File: config.mk
export PLATFORM = sky130hd
export DESIGN_NAME = alu_wide_sequencer_flat
export DESIGN_NICKNAME = d
export VERILOG_FILES = /design/src/rtl/alu_wide_sequencer_if.sv /design/src/rtl/alu_wide_sequencer.sv /design/src/flat_wrapper.sv
export SDC_FILE = /design/constraint.sdc
export NUM_CORES = 1
export LEC_CHECK = 0
export BUFFER_PORTS_ARGS = -buffer_cell sky130_fd_sc_hd__buf_2
export CORE_MARGIN = 4
export CORE_UTILIZATION = 30
export CTS_BUF_LIST = sky130_fd_sc_hd__clkbuf_16
export DETAILED_ROUTE_END_ITERATION = 6
export PLACE_DENSITY_LB_ADDON = 0.12
export SLEW_MARGIN = 20
export SYNTH_ARGS = -nofsm -noshare
export SYNTH_HDL_FRONTEND = slang
export SYNTH_SLANG_ARGS = --single-unit
File: constraint.sdc
create_clock -name clk -period 4.4 [get_ports clk]
set_input_delay 0.22 -clock clk [delete_from_list [all_inputs] [get_ports clk]]
set_output_delay 0.22 -clock clk [all_outputs]
set_load 0.05 [all_outputs]
File: src/rtl/alu_wide_sequencer_if.sv
// alu_wide_sequencer_if
//   Bundles the three buses of the wide ALU sequencer:
//     req_*  : wide operation request (valid/ready), driven by the requester
//     rsp_*  : wide result response (valid/ready), consumed by the requester
//     alu_*  : one-word-per-cycle link to the 32-bit ALU beside the sequencer
//   slave  : sequencer view (accepts requests, drives the ALU, returns results)
//   master : requester/ALU view
interface alu_wide_sequencer_if #(
  parameter int WORDS = 4
);
  logic                   req_valid;
  logic                   req_ready;
  logic [2:0]             req_opcode;
  logic [32*WORDS-1:0]    req_a;
  logic [32*WORDS-1:0]    req_b;
  logic                   req_cin;

  logic [2:0]             alu_opcode;
  logic [31:0]            alu_a;
  logic [31:0]            alu_b;
  logic                   alu_cin;
  logic [31:0]            alu_result;
  logic                   alu_cout;

  logic                   rsp_valid;
  logic                   rsp_ready;
  logic [32*WORDS-1:0]    rsp_result;
  logic                   rsp_cout;
  logic                   rsp_err;

  modport slave (
    input  req_valid, req_opcode, req_a, req_b, req_cin,
    input  alu_result, alu_cout,
    input  rsp_ready,
    output req_ready,
    output alu_opcode, alu_a, alu_b, alu_cin,
    output rsp_valid, rsp_result, rsp_cout, rsp_err
  );

  modport master (
    output req_valid, req_opcode, req_a, req_b, req_cin,
    output alu_result, alu_cout,
    output rsp_ready,
    input  req_ready,
    input  alu_opcode, alu_a, alu_b, alu_cin,
    input  rsp_valid, rsp_result, rsp_cout, rsp_err
  );
endinterface

File: src/rtl/alu_wide_sequencer.sv
// alu_wide_sequencer
//   Multi-precision front end for a 32-bit ALU. Latches one WORDS x 32-bit
//   operation, feeds it to the ALU one word per cycle (LSW first), chains the
//   carry for ADD and returns the assembled wide result.
//   Ports:
//     clk  : clock, rising edge
//     rst  : synchronous reset, active high
//     bus  : alu_wide_sequencer_if.slave (req_*, rsp_*, alu_* buses)
//
//   state | meaning
//   IDLE  | waiting for a request, req_ready high
//   RUN   | issuing word r_idx to the ALU, capturing its result
//   DONE  | response valid, holding until rsp_ready
module alu_wide_sequencer #(
  parameter int WORDS = 4
) (
  input  logic                 clk,
  input  logic                 rst,
  alu_wide_sequencer_if.slave  bus
);
  localparam int IDXW = (WORDS > 1) ? $clog2(WORDS) : 1;

  localparam logic [1:0] S_IDLE = 2'd0;
  localparam logic [1:0] S_RUN  = 2'd1;
  localparam logic [1:0] S_DONE = 2'd2;

  localparam logic [2:0] OP_NOT = 3'b000;
  localparam logic [2:0] OP_AND = 3'b001;
  localparam logic [2:0] OP_OR  = 3'b010;
  localparam logic [2:0] OP_XOR = 3'b011;
  localparam logic [2:0] OP_ADD = 3'b111;

  logic [1:0]          r_state;
  logic [IDXW-1:0]     r_idx;
  logic                r_carry;
  logic                r_err;
  logic [2:0]          r_op;
  logic [32*WORDS-1:0] r_a;
  logic [32*WORDS-1:0] r_b;
  logic [32*WORDS-1:0] r_result;

  logic                w_accept;
  logic                w_supported;
  logic                w_is_add;
  logic                w_last;
  logic [IDXW+4:0]     w_base;

  assign w_supported = (bus.req_opcode == OP_NOT) || (bus.req_opcode == OP_AND) ||
                       (bus.req_opcode == OP_OR)  || (bus.req_opcode == OP_XOR) ||
                       (bus.req_opcode == OP_ADD);
  assign w_accept    = bus.req_valid && bus.req_ready;
  assign w_is_add    = (r_op == OP_ADD);
  assign w_last      = (r_idx == IDXW'(WORDS - 1));
  // bit offset of the active word
  assign w_base      = {r_idx, 5'b0};

  always_comb begin
    bus.req_ready  = (r_state == S_IDLE) && !rst;
    bus.rsp_valid  = (r_state == S_DONE);
    bus.rsp_result = r_result;
    bus.rsp_cout   = r_carry;
    bus.rsp_err    = r_err;
    bus.alu_opcode = 3'b000;
    bus.alu_a      = '0;
    bus.alu_b      = '0;
    bus.alu_cin    = 1'b0;
    if (r_state == S_RUN) begin
      bus.alu_opcode = r_op;
      bus.alu_a      = r_a[w_base +: 32];
      bus.alu_b      = r_b[w_base +: 32];
      bus.alu_cin    = w_is_add ? r_carry : 1'b0;
    end
  end

  always_ff @(posedge clk) begin
    if (rst) begin
      r_state  <= S_IDLE;
      r_idx    <= '0;
      r_carry  <= 1'b0;
      r_err    <= 1'b0;
      r_op     <= 3'b000;
      r_a      <= '0;
      r_b      <= '0;
      r_result <= '0;
    end else begin
      case (r_state)
        S_IDLE: begin
          if (w_accept) begin
            r_op     <= bus.req_opcode;
            r_a      <= bus.req_a;
            r_b      <= bus.req_b;
            r_result <= '0;
            r_idx    <= '0;
            r_carry  <= (bus.req_opcode == OP_ADD) ? bus.req_cin : 1'b0;
            // unsupported ops skip the ALU and report straight away
            r_err    <= !w_supported;
            r_state  <= w_supported ? S_RUN : S_DONE;
          end
        end
        S_RUN: begin
          r_result[w_base +: 32] <= bus.alu_result;
          r_carry                <= w_is_add ? bus.alu_cout : 1'b0;
          if (w_last) begin
            r_state <= S_DONE;
          end else begin
            r_idx <= r_idx + IDXW'(1);
          end
        end
        S_DONE: begin
          if (bus.rsp_ready) begin
            r_state <= S_IDLE;
          end
        end
        default: r_state <= S_IDLE;
      endcase
    end
  end
endmodule

File: src/flat_wrapper.sv
// flat-port wrapper written by rule: the top's interface ports become plain ports
module alu_wide_sequencer_flat 
#(
  parameter int WORDS = 4
)
  (clk, rst, bus_req_valid, bus_req_opcode, bus_req_a, bus_req_b, bus_req_cin, bus_alu_result, bus_alu_cout, bus_rsp_ready, bus_req_ready, bus_alu_opcode, bus_alu_a, bus_alu_b, bus_alu_cin, bus_rsp_valid, bus_rsp_result, bus_rsp_cout, bus_rsp_err);
  alu_wide_sequencer_if #(.WORDS(WORDS)) bus_i ();
  input  logic clk;
  input  logic rst;
  input wire logic [$bits(bus_i.req_valid)-1:0] bus_req_valid;
  input wire logic [$bits(bus_i.req_opcode)-1:0] bus_req_opcode;
  input wire logic [$bits(bus_i.req_a)-1:0] bus_req_a;
  input wire logic [$bits(bus_i.req_b)-1:0] bus_req_b;
  input wire logic [$bits(bus_i.req_cin)-1:0] bus_req_cin;
  input wire logic [$bits(bus_i.alu_result)-1:0] bus_alu_result;
  input wire logic [$bits(bus_i.alu_cout)-1:0] bus_alu_cout;
  input wire logic [$bits(bus_i.rsp_ready)-1:0] bus_rsp_ready;
  output wire logic [$bits(bus_i.req_ready)-1:0] bus_req_ready;
  output wire logic [$bits(bus_i.alu_opcode)-1:0] bus_alu_opcode;
  output wire logic [$bits(bus_i.alu_a)-1:0] bus_alu_a;
  output wire logic [$bits(bus_i.alu_b)-1:0] bus_alu_b;
  output wire logic [$bits(bus_i.alu_cin)-1:0] bus_alu_cin;
  output wire logic [$bits(bus_i.rsp_valid)-1:0] bus_rsp_valid;
  output wire logic [$bits(bus_i.rsp_result)-1:0] bus_rsp_result;
  output wire logic [$bits(bus_i.rsp_cout)-1:0] bus_rsp_cout;
  output wire logic [$bits(bus_i.rsp_err)-1:0] bus_rsp_err;
  assign bus_i.req_valid = bus_req_valid;
  assign bus_i.req_opcode = bus_req_opcode;
  assign bus_i.req_a = bus_req_a;
  assign bus_i.req_b = bus_req_b;
  assign bus_i.req_cin = bus_req_cin;
  assign bus_i.alu_result = bus_alu_result;
  assign bus_i.alu_cout = bus_alu_cout;
  assign bus_i.rsp_ready = bus_rsp_ready;
  assign bus_req_ready = bus_i.req_ready;
  assign bus_alu_opcode = bus_i.alu_opcode;
  assign bus_alu_a = bus_i.alu_a;
  assign bus_alu_b = bus_i.alu_b;
  assign bus_alu_cin = bus_i.alu_cin;
  assign bus_rsp_valid = bus_i.rsp_valid;
  assign bus_rsp_result = bus_i.rsp_result;
  assign bus_rsp_cout = bus_i.rsp_cout;
  assign bus_rsp_err = bus_i.rsp_err;
  alu_wide_sequencer #(.WORDS(WORDS)) u_core (.clk(clk), .rst(rst), .bus(bus_i));
endmodule
==> results of run 1 <==
==> per-stage QoR <==
stage | instances | setup slack (ps) | cell area, sq um | hold WS (ps) | util
2_1_floorplan | 1619 | 2011 | 15160 | 328.6 | -
3_3_place_gp | 2668 | 1748 | 18080 | 413.0 | 0.3612
3_5_place_dp | 2668 | 1674 | 18080 | 419.2 | 0.3612
4_1_cts | 3041 | 1210 | 22430 | 50.63 | 0.4479
5_1_grt | 3047 | 1129 | 22450 | 99.95 | 0.4483
6_report | 3047 | 1372 | 22450 | 96.53 | 0.4483
==> cell usage after synthesis, drive strengths merged (2+ instances only) <==
master  number  area (sq um)
a21oi        7         42.54
a22o       129          1156
and2        66         412.9
buf         65         361.6
clkbuf      71         266.5
dfxtp      393          7868
ha           4         50.05
inv          7         26.27
mux2         4         45.04
mux4        64          1441
nand2      520          1952
nand3        3         15.01
nand4        2         12.51
nor2         4         15.01
nor4         3         40.04
o211ai       3         22.52
o21ai      258          1291
==> placed cells by master (no fill, tap or decap), drive strengths merged, types with 2 or more instances in the layout <==
cell         instances
mux4                64
clkbuf              46
inv                 18
ha                   4
bufinv               3
o21ai              258
nand3                3
buf                513
nand2              520
mux2                 4
and2                66
dfxtp              393
diode                6
o211ai               3
dlygate4sd3        293
clkinvlp             2
nand4                2
a22o               129
a21oi                7
nor4                 3
clkinv              18
nor2                 4
==> flip-flops by register name (all words and copies together) (netlist names) <==
name / count
u_core.r_a: 128
u_core.bus.rsp_err: 1
u_core.bus.rsp_cout: 1
u_core.r_op: 3
u_core.bus.rsp_result: 128
u_core.r_idx: 2
u_core.r_b: 128
u_core.r_state: 2
==> routing by layer <==
metal / GRT usage / vias to the layer above / part of all wire
met1: 0.2419 / 6675 / 0.44
li1: - / 7005 / -
met4: 0.05155 / 2 / 0.018
met3: 0.04089 / 61 / 0.064
met5: 0 / - / 0.00013
met2: 0.3218 / 410 / 0.48
==> kinds of logic (layout without fill, tap and decap cells) <==
family / Yosys count / in the layout / share of synthesized area
simple gates: 609 / 609 / 0.1682
compound gates: 402 / 402 / 0.1685
flops: 393 / 393 / 0.5189
buf+inv: 143 / 893 / 0.04315
mux: 68 / 68 / 0.09803
fa+ha+maj: 4 / 4 / 0.003301
other cells: 0 / 6 / 0
==> power groups by stage <==
| stage | registers [W] | logic [W] | clock network (W) |
|---|---|---|---|
| after floorplan | 0.00395 | 0.000492 | 0 |
| after global placement | 0.00396 | 0.000802 | 0 |
| after detailed placement | 0.00397 | 0.000810 | 0 |
| after CTS | 0.00389 | 0.00102 | 0.00370 |
| after global routing | 0.00391 | 0.00112 | 0.00385 |
| final | 0.00389 | 0.00102 | 0.00358 |
==> what timing repair did <==
item / in CTS / in global routing
setup buffers: 0 / 0
hold endpoints to repair: 390 / 0
hold buffers: 293 / 0
==> worst min-delay path by stage <==
stage | endpoint | cells after the start | startpoint | slack, ps
floorplan | u_core.r_a[0]$_SDFFE_PP0P_ | 2 | bus_req_a[0] | 330
global placement | u_core.r_b[110]$_SDFFE_PP0P_ | 3 | bus_req_b[110] | 410
detailed placement | u_core.r_b[63]$_SDFFE_PP0P_ | 3 | bus_req_b[63] | 420
CTS | u_core.bus.rsp_cout$_SDFFE_PP0P_ | 4 | bus_req_valid | 50
global route | u_core.bus.rsp_cout$_SDFFE_PP0P_ | 4 | bus_req_valid | 100
finish | u_core.bus.rsp_cout$_SDFFE_PP0P_ | 4 | bus_req_valid | 100
==> final cells by class <==
| cell class | instances | area (sq um) | area share |
|---|---|---|---|
| diodes | 6 | 15.01 | 0.0006689 |
| multi-input cells | 1083 | 6663 | 0.2968 |
| clock inverters | 34 | 259.0 | 0.01154 |
| flip-flops and latches | 393 | 7875 | 0.3508 |
| inverters | 7 | 38.79 | 0.001728 |
| well taps | 672 | 840.8 | 0.03746 |
| repair buffers | 806 | 5605 | 0.2497 |
| clock buffers | 46 | 1151 | 0.05128 |
==> critical path: cells and delay by family (launching register included) <==
kind | cells | cell delay [ps]
buffers and inverters | 2 | 600
DFF | 1 | 800
and+or+nand+nor | 1 | 180
muxes | 1 | 600
==> flow_metrics.py, run 1 <==
metrics = {
    "run_status": {
        "run_status": "finished, final reports clean",
    },
    "cts": {
        "cts_root_buf": "clkbuf_16",
        "clock_sinks": 393,
        "clockBufferDepth": 3,
        "cts_tree": "built",
        "clk_pin_slew_ps": 60,
        "post_cts_resized": 0,
        "numCtsBuffers": 46,
        "clock_latency_ps": 570,
        "h-tree-depth": 2,
    },
    "logic_synthesis": {
        "synthArstFlopShare": 0,
        "synth_warnings": 0,
        "synthDistinctLibCells": 41,
        "synth-seq-area-share": 0.5189,
        "syn_area_per_cell_sq_um": 9.366,
        "synth-edff-count": 0,
        "synth.cell_area_sq_um": 15160,
        "yosys_most_used_dff": "dfxtp_1",
        "syn_inst": 1619,
        "synth_nets": 1920,
        "ys_ff_latch": 393,
    },
    "sta": {
        "period_share": 0.6882,
        "hold_viol": 0,
        "setup_viol_count_final": 0,
        "slew_headroom": 0.3342,
        "fmax_mhz": 330.3,
        "post-route-min-period_ps": 3028,
        "worst_slew_pin_slew_ps": 998.8,
        "setup-tns-final_ps": 0,
        "clock_skew_ps": 16.47,
        "finalMaxSlewViolations": 0,
        "rsz0062_at_grt": "no",
    },
    "worst_hold_path": {
        "hold_path_class": "in -> reg",
    },
    "floorplan": {
        "initial_utilization": 0.3029,
        "chipHeight_um": 232.8,
        "dieArea_sq_um": 54210,
        "io_pins": 497,
        "core-area_sq_um": 50070,
        "rows": 82,
        "die_width_um": 232.8,
    },
    "setup_path": {
        "critPathKind": "reg -> out",
        "rrSetupSlack_ps": 1770,
        "startpoint": "u_core.r_idx[0]$_SDFFE_PP0P_",
        "crit_end": "bus_alu_b[0]",
        "required_ps": 4180,
        "r2r_cells": 5,
        "max_stage_delay_ps": 800,
        "start_kind": "flop",
        "rr_startpoint": "u_core.r_idx[0]$_SDFFE_PP0P_",
        "rr_endpoint": "u_core.bus.rsp_result[101]$_SDFFE_PP0P_",
        "path_max_fanout": 41,
        "cpMaxStageDelayCell": "dfxtp_4",
        "cp-end-kind": "primary output",
        "cp_data_arrival_time_ps": 2810,
        "path_cells": "buf_12 -> mux4_2 -> and2_1 -> buf_2",
    },
    "global_routing": {
        "track_usage": 0.1887,
        "grt_overflow": 0,
        "grt_max_degree": 211,
        "grt_first_pass_wirelength_um": 81940,
        "grt_antenna_before_repair": 8,
        "grt_pass1_vias": 14490,
    },
    "pwr": {
        "power.total_w": 0.008486,
        "p_leak_nw": 9.614,
        "internal_power_w": 0.006340,
        "power_density_nw_per_um2": 378.0,
        "sequentialPowerShare": 0.458,
        "power_switching_w": 0.002146,
        "p_clk_frac": 0.422,
        "switching_share": 0.2529,
        "power_frac_comb": 0.120,
        "vdd_drop_max_uv": 286.7,
    },
    "finish": {
        "layout.nets": 2638,
        "syn_to_final_growth_pct": 48.04,
        "drive_above_1_share": 0.2870,
        "fill_cells": 4922,
    },
    "drt": {
        "route.detailed.drc": 0,
        "finalWirelength_um": 53530,
        "first_pass_iters": 5,
        "viasPerCell": 4.645,
        "vias": 14150,
        "first_iter_violations": 907,
        "wl_per_cell_um": 17.57,
        "ant_nets": 0,
    },
    "place": {
        "gp_congestion": 0.8297,
        "dp_hpwl_um": 34950,
        "port_buffers": 496,
    },
    "job": {
        "drv_cap": 0,
    },
}
Power figures use the tool's default switching activity.
==> run 2: changes to the inputs <==
Clock period 4.4 ns to 3.1 ns, I/O delays scaled along.
==> run 2 against run 1 <==
Net effect: highest routed layer unchanged; die area unchanged; clock skew about the same; non-clock buffer count increased by 8; final cell count increased by 0.23%; critical endpoint is now bus_alu_b[14]; wire length increased by 1.1%; power increased by 39%; clock power increased by 35%; clock-buffer cell count decreased by 1; sequential cell count unchanged; first-iteration DRC count decreased by 23%; largest power group unchanged; via count increased by 0.52%; register-to-register slack got worse by 950 ps; critical path type unchanged.
==> flow_metrics.py, run 2 (same netlist as run 1, synthesis figures left out) <==
metrics = {
    "finish": {
        "syn_to_final_growth_pct": 48.02,
        "mostFrequentLayoutCell": "nand2_1",
        "layout.cells.non_filler": 3054,
        "drive_above_1_share": 0.2873,
        "final_cell_mix": "nand2_1, buf_2, dfxtp_1",
        "final_util": 0.4483,
        "layout.nets": 2645,
        "fill_cells": 4973,
    },
    "floorplan": {
        "chipHeight_um": 232.8,
        "io_pins": 497,
        "core-area_sq_um": 50070,
        "initial_utilization": 0.3029,
        "dieArea_sq_um": 54210,
        "die_width_um": 232.8,
        "rows": 82,
    },
    "cts": {
        "clk_pin_slew_ps": 60,
        "numCtsBuffers": 45,
        "h-tree-depth": 2,
        "post_cts_buffers": 0,
        "cts_tree": "built",
        "cts_root_buf": "clkbuf_16",
        "holdBufCountCts": 294,
        "clockBufferDepth": 3,
        "clock_sinks": 393,
        "post_cts_resized": 0,
        "clock_latency_ps": 570,
    },
    "sta": {
        "setup_viol_count_final": 0,
        "slew_headroom": 0.4804,
        "period_share": 0.8691,
        "clock_skew_ps": 16.80,
        "setup-tns-final_ps": 0,
        "fmax_mhz": 371.1,
        "post-route-min-period_ps": 2694,
        "finalMaxSlewViolations": 0,
        "holdWs_ps": 64.24,
        "worst_slew_pin_slew_ps": 779.4,
        "rsz0062_at_grt": "no",
        "hold_viol": 0,
    },
    "global_routing": {
        "grt_antenna_before_repair": 10,
        "grt_pass1_vias": 14480,
        "grt_overflow": 0,
        "track_usage": 0.1923,
        "grt_first_pass_wirelength_um": 83150,
        "grt_max_degree": 185,
    },
    "setup_path": {
        "r2r_cells": 5,
        "cp_data_arrival_time_ps": 2540,
        "cp-end-kind": "primary output",
        "path_max_fanout": 22,
        "required_ps": 2940,
        "critPathKind": "reg -> out",
        "start_kind": "flop",
    },
    "pwr": {
        "vdd_drop_max_uv": 403.7,
        "p_leak_nw": 9.616,
        "power_density_nw_per_um2": 526.3,
    },
    "drt": {
        "vias": 14230,
        "first_pass_iters": 5,
        "finalWirelength_um": 54110,
        "viasPerCell": 4.658,
        "ant_nets": 0,
        "first_iter_violations": 694,
        "route.detailed.drc": 0,
        "wl_per_cell_um": 17.72,
    },
    "place": {
        "port_buffers": 496,
        "dp_hpwl_um": 35490,
        "gp_congestion": 0.8291,
        "dp.cells": 2675,
    },
    "worst_hold_path": {
        "hold_path_class": "in -> reg",
        "hold_depth": 2,
    },
    "run_status": {
        "run_status": "finished, final reports clean",
    },
    "job": {
        "drv_cap": 0,
    },
}
==> run 2: final timing paths <==
kind / from / end / slack [ps]
setup reg to reg: u_core.r_state[0]$_SDFFE_PP0P_ / u_core.bus.rsp_cout$_SDFFE_PP0P_ / 820
setup / recovery: u_core.r_state[0]$_SDFFE_PP0P_ / bus_alu_b[14] / 410
hold reg to reg: u_core.r_b[82]$_SDFFE_PP0P_ / u_core.r_b[82]$_SDFFE_PP0P_ / 450
hold / removal: rst / u_core.r_state[1]$_SDFFE_PP0P_ / 60
==> run 2: power breakdown <==
part | leakage [nW] | switching (W) | internal [W]
sequential | 3.22 | 0.000161 | 0.00535
combinational | 5.72 | 0.000755 | 0.000711
clock | 0.675 | 0.00212 | 0.00271
==> run 2: final cells by class <==
type                            count  area (sq um)  share of cell area
Antenna cell                        8         20.02           0.0008920
Sequential cell                   393          7875              0.3509
Inverter                            7         33.78            0.001505
Clock inverter                     32         193.9            0.008641
Clock buffer                       45          1126             0.05017
Tap cell                          672         840.8             0.03746
Multi-Input combinational cell   1083          6661              0.2968
Timing Repair Buffer              814          5693              0.2537
==> run 2: critical path, cell delays in order, from the launching register on <==
cell and delay [ps]:
dfxtp_1 640, and2b_2 480, buf_4 350, and2_1 230, buf_2 280
==> run 2: routing by layer <==
| layer | vias up | global-route usage | part of all wire |
|---|---|---|---|
| li1 | 7017 | - | - |
| met2 | 476 | 0.3183 | 0.47 |
| met1 | 6628 | 0.2441 | 0.43 |
| met4 | 2 | 0.07546 | 0.033 |
| met3 | 104 | 0.04346 | 0.063 |
| met5 | - | 0 | 0.00013 |
==> run 2: stage by stage <==
stage                     cell area [sq um]  worst slack (ps)  power, W
after floorplan                       15160             710.6  0.006302
after global placement                18160             983.0  0.006771
after detailed placement              18160             969.5  0.006792
after CTS                             22420             322.9   0.01201
after global routing                  22440             247.0   0.01239
final                                 22440             405.7   0.01181
==> run 3: changes to the inputs <==
Settings changed: CELL_PAD_IN_SITES_DETAIL_PLACEMENT set to 0, CELL_PAD_IN_SITES_GLOBAL_PLACEMENT set to 1, CORE_MARGIN 4 to not set.
Clock period 3.1 ns to 3 ns, I/O delays scaled along.
==> run 3 against run 2 <==
Net effect: the run now ends with DRC left; critical path depth stayed put; global-route usage is 0.50 points higher; non-clock buffer count up 2; worst hold slack worse by 2.6 ps; clock-buffer cell count is 4 higher; register-to-register slack worse by 350 ps; sequential share of layout area fell by 0.24 points; combinational power grew 3%; power increased by 7.3%; via count decreased by 0.51%; utilization increased by 0.40 points.
==> flow_metrics.py, run 3 (same netlist as run 1, synthesis figures left out) <==
metrics = {
    "finish": {
        "fin_area_sq_um": 22600,
        "layout.nets": 2648,
        "fill_cells": 5028,
        "mostFrequentLayoutCell": "nand2_1",
        "layout.cells.non_filler": 3058,
        "drive_above_1_share": 0.2881,
        "syn_to_final_growth_pct": 49.03,
        "final_cell_mix": "nand2_1, buf_2, dfxtp_1",
    },
    "sta": {
        "finalMaxSlewViolations": 0,
        "setup_slack_ps": 342.8,
        "slew_headroom": 0.4808,
        "rsz0062_at_grt": "no",
        "fmax_mhz": 376.3,
        "worst_slew_pin_slew_ps": 778.8,
        "setup-tns-final_ps": 0,
        "hold_viol": 0,
        "post-route-min-period_ps": 2657,
        "setup_viol_count_final": 0,
        "clock_skew_ps": 11.12,
        "period_share": 0.8857,
    },
    "global_routing": {
        "grt_max_degree": 195,
        "grt_first_pass_wirelength_um": 79430,
        "grt_pass1_vias": 14010,
        "grt_antenna_before_repair": 6,
        "track_usage": 0.1973,
        "grt_overflow": 0,
    },
    "setup_path": {
        "start_kind": "flop",
        "path_max_fanout": 39,
        "required_ps": 2850,
        "cp_data_arrival_time_ps": 2510,
        "cp-end-kind": "primary output",
        "rr_endpoint": "u_core.bus.rsp_cout$_SDFFE_PP0P_",
        "rr_startpoint": "u_core.r_state[0]$_SDFFE_PP0P_",
        "rrSetupSlack_ps": 470,
        "r2r_cells": 5,
        "critPathKind": "reg -> out",
    },
    "cts": {
        "post_cts_buffers": 0,
        "clk_pin_slew_ps": 60,
        "clock_latency_ps": 560,
        "numCtsBuffers": 46,
        "clock_sinks": 393,
        "h-tree-depth": 2,
        "cts_tree": "built",
        "clockBufferDepth": 3,
        "cts_root_buf": "clkbuf_16",
    },
    "place": {
        "dp_hpwl_um": 34330,
        "placed_cell_area_sq_um": 18180,
        "dp_slack_ps": 854.9,
        "port_buffers": 496,
        "gp_congestion": 0.7862,
        "dp.cells": 2677,
    },
    "worst_hold_path": {
        "hold_depth": 2,
        "hold_path_class": "in -> reg",
        "whs_endpoint": "u_core.r_state[0]$_SDFFE_PP0P_",
        "min_from": "rst",
    },
    "floorplan": {
        "io_pins": 497,
        "initial_utilization": 0.3035,
        "dieArea_sq_um": 51450,
        "die_width_um": 226.8,
        "core-area_sq_um": 49970,
        "chipHeight_um": 226.8,
        "rows": 82,
    },
    "pwr": {
        "p_clk_frac": 0.432,
        "switching_share": 0.2483,
        "power_switching_w": 0.003146,
        "internal_power_w": 0.009523,
        "power_frac_comb": 0.119,
        "sequentialPowerShare": 0.449,
        "vdd_drop_max_uv": 373.1,
        "power.total_w": 0.01267,
        "p_leak_nw": 9.721,
        "power_density_nw_per_um2": 560.6,
    },
    "drt": {
        "wl_per_cell_um": 17.26,
        "first_pass_iters": 7,
        "finalWirelength_um": 52790,
        "viasPerCell": 4.629,
        "first_iter_violations": 735,
        "vias": 14150,
        "ant_nets": 0,
        "route.detailed.drc": 2,
    },
    "run_status": {
        "violations": "DRC",
        "run_status": "finished with violations",
    },
    "job": {
        "drv_cap": 0,
    },
}
==> run 3: layout make-up <==
| class | count | area, sq um | area share |
|---|---|---|---|
| Antenna cell | 5 | 12.51 | 0.0005537 |
| Clock buffer | 49 | 1226 | 0.05426 |
| Clock inverter | 33 | 240.2 | 0.01063 |
| Inverter | 7 | 33.78 | 0.001495 |
| Multi-Input combinational cell | 1083 | 6661 | 0.2948 |
| Sequential cell | 393 | 7875 | 0.3485 |
| Tap cell | 672 | 840.8 | 0.03721 |
| Timing Repair Buffer | 816 | 5708 | 0.2526 |
==> run 3: stage by stage <==
stage | hold WS (ps) | util
floorplan | 258.6 | -
detailed placement | 349.8 | 0.3638
CTS | 27.50 | 0.4520
finish | 61.67 | 0.4523
global route | 80.73 | 0.4522
global placement | 342.8 | 0.3638
==> run 3: power by group through the flow <==
stage	Combinational (W)	Clock, W	Sequential (W)
floorplan	0.000721	0	0.00579
global placement	0.00119	0	0.00579
finish	0.00151	0.00547	0.00569
CTS	0.00153	0.00562	0.00568
global route	0.00166	0.00587	0.00572
detailed placement	0.00121	0	0.00580
==> run 3: layer usage <==
metal / routed length [um] / up-vias / track usage
met1: 23750 / 6673 / 0.2556
met5: 10 / - / 0
met2: 24500 / 371 / 0.3202
met4: 1317 / 2 / 0.06452
met3: 3207 / 80 / 0.04833
li1: - / 7028 / -
==> run 3: what timing repair did <==
| action | in CTS | in global routing |
|---|---|---|
| gates resized for setup | 0 | 0 |
| hold endpoints to repair | 391 | 0 |
| hold buffers | 294 | 0 |
==> run 3: how the worst max path moves through the flow <==
stage	from	slack, ps	cells past startpoint	end
after floorplan	u_core.r_idx[0]$_SDFFE_PP0P_	610	9	u_core.bus.rsp_result[98]$_SDFFE_PP0P_
after global placement	u_core.r_state[0]$_SDFFE_PP0P_	900	4	bus_alu_b[31]
after detailed placement	u_core.r_state[0]$_SDFFE_PP0P_	850	4	bus_alu_b[31]
after CTS	u_core.r_state[0]$_SDFFE_PP0P_	230	4	bus_alu_b[31]
after global routing	u_core.r_state[0]$_SDFFE_PP0P_	190	4	bus_alu_b[31]
final	u_core.r_state[0]$_SDFFE_PP0P_	340	4	bus_alu_b[31]
==> run 3: worst max-delay path, cell delays in order (launching register included) <==
cell and delay, ps:
dfxtp_1 700, and2b_2 250, buf_4 420, and2_1 270
buf_2 290
